**src/rtl/seq_stage_ctrl.sv**
```systemverilog
// Multi-cycle Y86-style stage sequencer: steps one instruction through
// FETCH..PCUPD, raises per-stage enables and tracks status and retire count.
//
// state     | meaning
// ----------+-----------------------------------------------------------
// IDLE      | waiting for start
// FETCH     | sample icode/fault inputs, latch icode
// DECODE    | decode stage enable
// EXECUTE   | execute stage; condition codes written for OPq
// MEMORY    | data-memory access (memory instrs wait for mem_ready)
// WRITEBACK | register write-back
// PCUPD     | PC update; instruction retires here
// HALT      | stopped on halt/fault; left only through rst
module seq_stage_ctrl #(
    parameter int MEM_TIMEOUT = 16,
    parameter int CNT_W       = 32
) (
    input  logic             clk,
    input  logic             rst,
    input  logic             start,
    input  logic [3:0]       icode,
    input  logic             instr_valid,
    input  logic             imem_error,
    input  logic             mem_ready,
    input  logic             dmem_error,
    output logic             fetch_en,
    output logic             decode_en,
    output logic             exec_en,
    output logic             mem_en,
    output logic             wb_en,
    output logic             pc_en,
    output logic             cc_we,
    output logic [2:0]       stat,
    output logic             busy,
    output logic [CNT_W-1:0] instr_count
);

    localparam int TMR_W = $clog2(MEM_TIMEOUT + 1);
    // Down-counter preset so that terminal count (0) coincides with the
    // last allowed MEMORY cycle.
    localparam logic [TMR_W-1:0] TMR_INIT = TMR_W'(MEM_TIMEOUT - 1);

    localparam logic [2:0] STAT_AOK = 3'd1;
    localparam logic [2:0] STAT_HLT = 3'd2;
    localparam logic [2:0] STAT_ADR = 3'd3;
    localparam logic [2:0] STAT_INS = 3'd4;

    typedef enum logic [2:0] {
        S_IDLE, S_FETCH, S_DECODE, S_EXECUTE,
        S_MEMORY, S_WRITEBACK, S_PCUPD, S_HALT
    } state_t;

    state_t             state_q, state_d;
    logic [3:0]         icode_q, icode_d;
    logic [2:0]         stat_q, stat_d;
    logic [TMR_W-1:0]   tmr_q, tmr_d;
    logic [CNT_W-1:0]   cnt_q, cnt_d;
    logic               is_mem;

    // Memory-class decode of the latched instruction code.
    always_comb begin
        case (icode_q)
            4'h4, 4'h5, 4'h8, 4'h9, 4'hA, 4'hB: is_mem = 1'b1;
            default:                            is_mem = 1'b0;
        endcase
    end

    // State and datapath registers; rst overrides everything else.
    always_ff @(posedge clk) begin
        if (rst) begin
            state_q <= S_IDLE;
            icode_q <= 4'h0;
            stat_q  <= STAT_AOK;
            tmr_q   <= '0;
            cnt_q   <= '0;
        end else begin
            state_q <= state_d;
            icode_q <= icode_d;
            stat_q  <= stat_d;
            tmr_q   <= tmr_d;
            cnt_q   <= cnt_d;
        end
    end

    // Next-state logic and Moore stage enables.
    always_comb begin
        state_d   = state_q;
        icode_d   = icode_q;
        stat_d    = stat_q;
        tmr_d     = tmr_q;
        cnt_d     = cnt_q;
        fetch_en  = 1'b0;
        decode_en = 1'b0;
        exec_en   = 1'b0;
        mem_en    = 1'b0;
        wb_en     = 1'b0;
        pc_en     = 1'b0;
        cc_we     = 1'b0;
        case (state_q)
            S_IDLE: begin
                if (start) state_d = S_FETCH;
            end
            S_FETCH: begin
                fetch_en = 1'b1;
                icode_d  = icode;
                if (imem_error) begin
                    state_d = S_HALT;
                    stat_d  = STAT_ADR;
                end else if (!instr_valid) begin
                    state_d = S_HALT;
                    stat_d  = STAT_INS;
                end else if (icode == 4'h0) begin
                    state_d = S_HALT;
                    stat_d  = STAT_HLT;
                end else begin
                    state_d = S_DECODE;
                end
            end
            S_DECODE: begin
                decode_en = 1'b1;
                state_d   = S_EXECUTE;
            end
            S_EXECUTE: begin
                exec_en = 1'b1;
                cc_we   = (icode_q == 4'h6);
                tmr_d   = TMR_INIT;
                state_d = S_MEMORY;
            end
            S_MEMORY: begin
                if (is_mem) begin
                    mem_en = 1'b1;
                    // A completing handshake wins over the timeout in the
                    // same cycle.
                    if (mem_ready) begin
                        if (dmem_error) begin
                            state_d = S_HALT;
                            stat_d  = STAT_ADR;
                        end else begin
                            state_d = S_WRITEBACK;
                        end
                    end else if (tmr_q == '0) begin
                        state_d = S_HALT;
                        stat_d  = STAT_ADR;
                    end else begin
                        tmr_d = tmr_q - TMR_W'(1);
                    end
                end else begin
                    state_d = S_WRITEBACK;
                end
            end
            S_WRITEBACK: begin
                wb_en   = 1'b1;
                state_d = S_PCUPD;
            end
            S_PCUPD: begin
                pc_en   = 1'b1;
                state_d = S_FETCH;
                if (cnt_q != '1) cnt_d = cnt_q + CNT_W'(1);
            end
            S_HALT: begin
                state_d = S_HALT;
            end
            default: begin
                state_d = S_IDLE;
            end
        endcase
    end

    assign busy        = (state_q != S_IDLE) && (state_q != S_HALT);
    assign stat        = stat_q;
    assign instr_count = cnt_q;

endmodule

```
**config.mk**
```make
export PLATFORM = sky130hd
export DESIGN_NAME = seq_stage_ctrl
export DESIGN_NICKNAME = d
export VERILOG_FILES = /design/src/rtl/seq_stage_ctrl.sv
export SDC_FILE = /design/constraint.sdc
export NUM_CORES = 1
export LEC_CHECK = 0
export CAP_MARGIN = 30
export CORE_UTILIZATION = 40
export CTS_BUF_LIST = sky130_fd_sc_hd__clkbuf_4
export DETAILED_ROUTE_END_ITERATION = 16
export GPL_ROUTABILITY_DRIVEN = 0
export GPL_TIMING_DRIVEN = 0
export PLACE_DENSITY = 0.66
export SKIP_CTS_REPAIR_TIMING = 1
export SYNTH_ARGS = -nofsm -noshare
export SYNTH_HDL_FRONTEND = slang
export SYNTH_SLANG_ARGS = --single-unit
```
**constraint.sdc**
```tcl
create_clock -name clk -period 4.2 [get_ports clk]
set_input_delay 0.84 -clock clk [delete_from_list [all_inputs] [get_ports clk]]
set_output_delay 0.84 -clock clk [all_outputs]
set_load 0.02 [all_outputs]
```
==> results.md <==
- Routed via count: 2361
- Num CTS Buffers: 5
- DRC: 0
- Kind of critical path: flip-flop to output pin
- Final Cell Area: 3110 µm²
- 1st-iter DRT viols: 80
- Starting density of the core: 0.413
- Critical Path AT: 2.43 ns
- R2R cell count: 7
- Crit start category: flip-flop
- ANT nets after route: 0
- Final setup TNS: 0 ns
- Crit. End Element: output pin
- Total Nets Final: roughly 370
- Largest net degree at the start of global routing: 13
- I/O pin count: 54
- Final Max Tran Viols: 0
- Filler-free cell count of the finished design: 426
- Worst-path clk slew: between 0.1 and 0.15 ns
- Fin worst setup slack: 0.927 ns
- Chip Height: between 80 and 90 µm
- Sequential area share after synthesis: 0.385
- Number of max-cap violations: 0
- Area grow syn2layout: 27.4%
- Post-layout util: 0.526
- Yosys warns: 0
- #FFs+latches synth: 47
- GR Overflow Total: 0
- DR vias/cell: ~5.5
- Reg2reg end: instr_count[30]
- Pwr Total: 0.896 mW
- CP endpoint: mem_en
- Post-Place Cells: 420
- Avg Cell Area, Syn: 8.37 µm²
- Worst min path class: flip-flop to flip-flop
- Maximum root-to-sink buffer count: 2
- TritonRoute pass-1 iters: 4
- CTS root buf: clkbuf_4
- Fmax: 306 MHz
- Layout cells sized above 1: 0.0798
- Core box area: 5920 µm²
- Final period utilization: 0.779
- Worst slew pin tran: approximately 0.64 ns
- Filler cell count: 578
- Fin Hold WS: a little over 0.5 ns
- Top_reg_cell synth: dfxtp_1
- Port-buffer cells: 53
- Die W: 80.2 µm
- DP Area: 3070 µm²
- Die Area: 6430 µm²
- Vias in the first global route: around 2200
- Worst Path Required: 3.36 ns
- Status: finished, final reports clean
- Syn Inst Count: 292
- Area fraction of the dominant cell type after synthesis: 0.385
- Post-synth ARST share: 0
- R2R Path Start: instr_count[0]
- PwrDens: 288 nW/µm²
- LEAKAGE: 1.04 nW
- CTS Sinks: 47
- Commonest non-fill, non-tap cells in the layout: 53 x clkdlybuf4s50_1, 47 x dfxtp_1, 37 x nor2_1, 19 x a21oi_1, 13 x nand2_1
- TritonCTS clock tree: yes
- RSZ-0062 raised after global routing: false
- Area leader, netlist: dfxtp_1
- Min Tclk post-route: 3.27 ns
- Mapped Nets: 306
- GRT Total Usage: 0.201
- Pre-CTS setup slack: 1.36 ns
- Commonest non-fill, non-tap cell in the layout: clkdlybuf4s50_1
- Insertion delay to the later sink of the worst-skew pair: roughly 0.36 ns
- Rel. slew slack: 0.571
- Post-synth EDFFs: 0
- Area contributors post-synth: dfxtp_1 39%, nor2_1 5.7%, xnor2_1 3.9%, a21oi_1 3.9%, mux2i_1 2.9%
- Library cells used by synthesis: 50
- Synthesized cell area: between 2000 and 2500 µm²
- # rows: 28
- Flop2flop setup slack: 1.76 ns
- Setup violators final: 0
- CP max FO: 9
- Start point of the critical path: state_q[2]
- Peak supply drop: between 0.15 and 0.2 mV
- Initial antenna violation count: 0
- Layout Skew: 0.0160 ns
- Global-route wire length before repair: between 10 and 15 mm
- Number of hold violations in the final report: 0
- DP Wirelength: around 4.5 mm
- H-tree depth: 2
- N_diodes: 0
- DR WL/cell: 14.1 µm
- WL final: around 6 mm
==> cell type report <==
cell class,instances,area (µm²),area share
Inverter,13,48.8,0.0157
Multi-Input combinational cell,218,1390,0.447
Sequential cell,47,941,0.302
Clock buffer,6,45.0,0.0145
Buffer,14,61.3,0.0197
Timing Repair Buffer,53,531,0.170
Tap cell,75,93.8,0.0301
==> Yosys cell counts, types with 7 or more instances <==
| cell | count |
|---|---|
| nor2_1 | 37 |
| nand2_1 | 13 |
| dfxtp_1 | 47 |
| nand3_1 | 12 |
| a21oi_1 | 19 |
| o21ai_0 | 12 |
| inv_1 | 12 |
| nand4_1 | 9 |
| buf_2 | 7 |
| or3_1 | 11 |
| clkbuf_1 | 7 |
| xnor2_1 | 11 |
| mux2i_1 | 7 |
| nor4_1 | 7 |
| and4_1 | 7 |
==> where the power goes <==
part	switching, mW	internal (mW)
sequential	0.0177	0.471
combinational	0.113	0.0950
clock	0.134	0.0663
total	0.264	0.632
==> logic make-up after synthesis <==
group | count (synthesis) | share of synthesized area
mux | 13 | 0.0563
simple gates | 129 | 0.293
fa+ha+maj | 3 | 0.0154
compound gates | 58 | 0.151
flops | 47 | 0.385
xor+xnor | 15 | 0.0538
buf+inv | 27 | 0.0451
==> sequential cells by signal, summed over array words and instances, names as in the netlist <==
signal       count
stat             3
tmr_q            5
instr_count     32
icode_q          4
state_q          3
==> critical path, stage by stage, from the launching register on <==
cell and delay, ns:
dfxtp_1 0.32, buf_2 0.18, or3b_2 0.45, clkbuf_1 0.18, a21oi_1 0.28, clkdlybuf4s50_1 0.67
==> per-layer routing <==
layer	routed length, µm	GRT usage	up-vias	part of all wire
met4	82	0.0696	0	0.014
met3	223	0.0341	7	0.037
met2	2770	0.335	51	0.46
li1	-	-	1182	-
met5	0	0	-	0
met1	2930	0.261	1121	0.49
==> worst min path at each step <==
stage                     from         endpoint  slack [ns]  depth (start not counted)
4_1_cts               tmr_q[0]         tmr_q[0]        0.52                          1
2_1_floorplan       icode_q[0]       icode_q[0]        0.45                          2
6_report       instr_count[31]  instr_count[31]        0.51                          2
5_1_grt        instr_count[31]  instr_count[31]        0.54                          2
3_3_place_gp   instr_count[31]  instr_count[31]        0.48                          2
3_5_place_dp           stat[2]          stat[2]        0.49                          2
No activity file was read; power rests on OpenSTA's default activity.
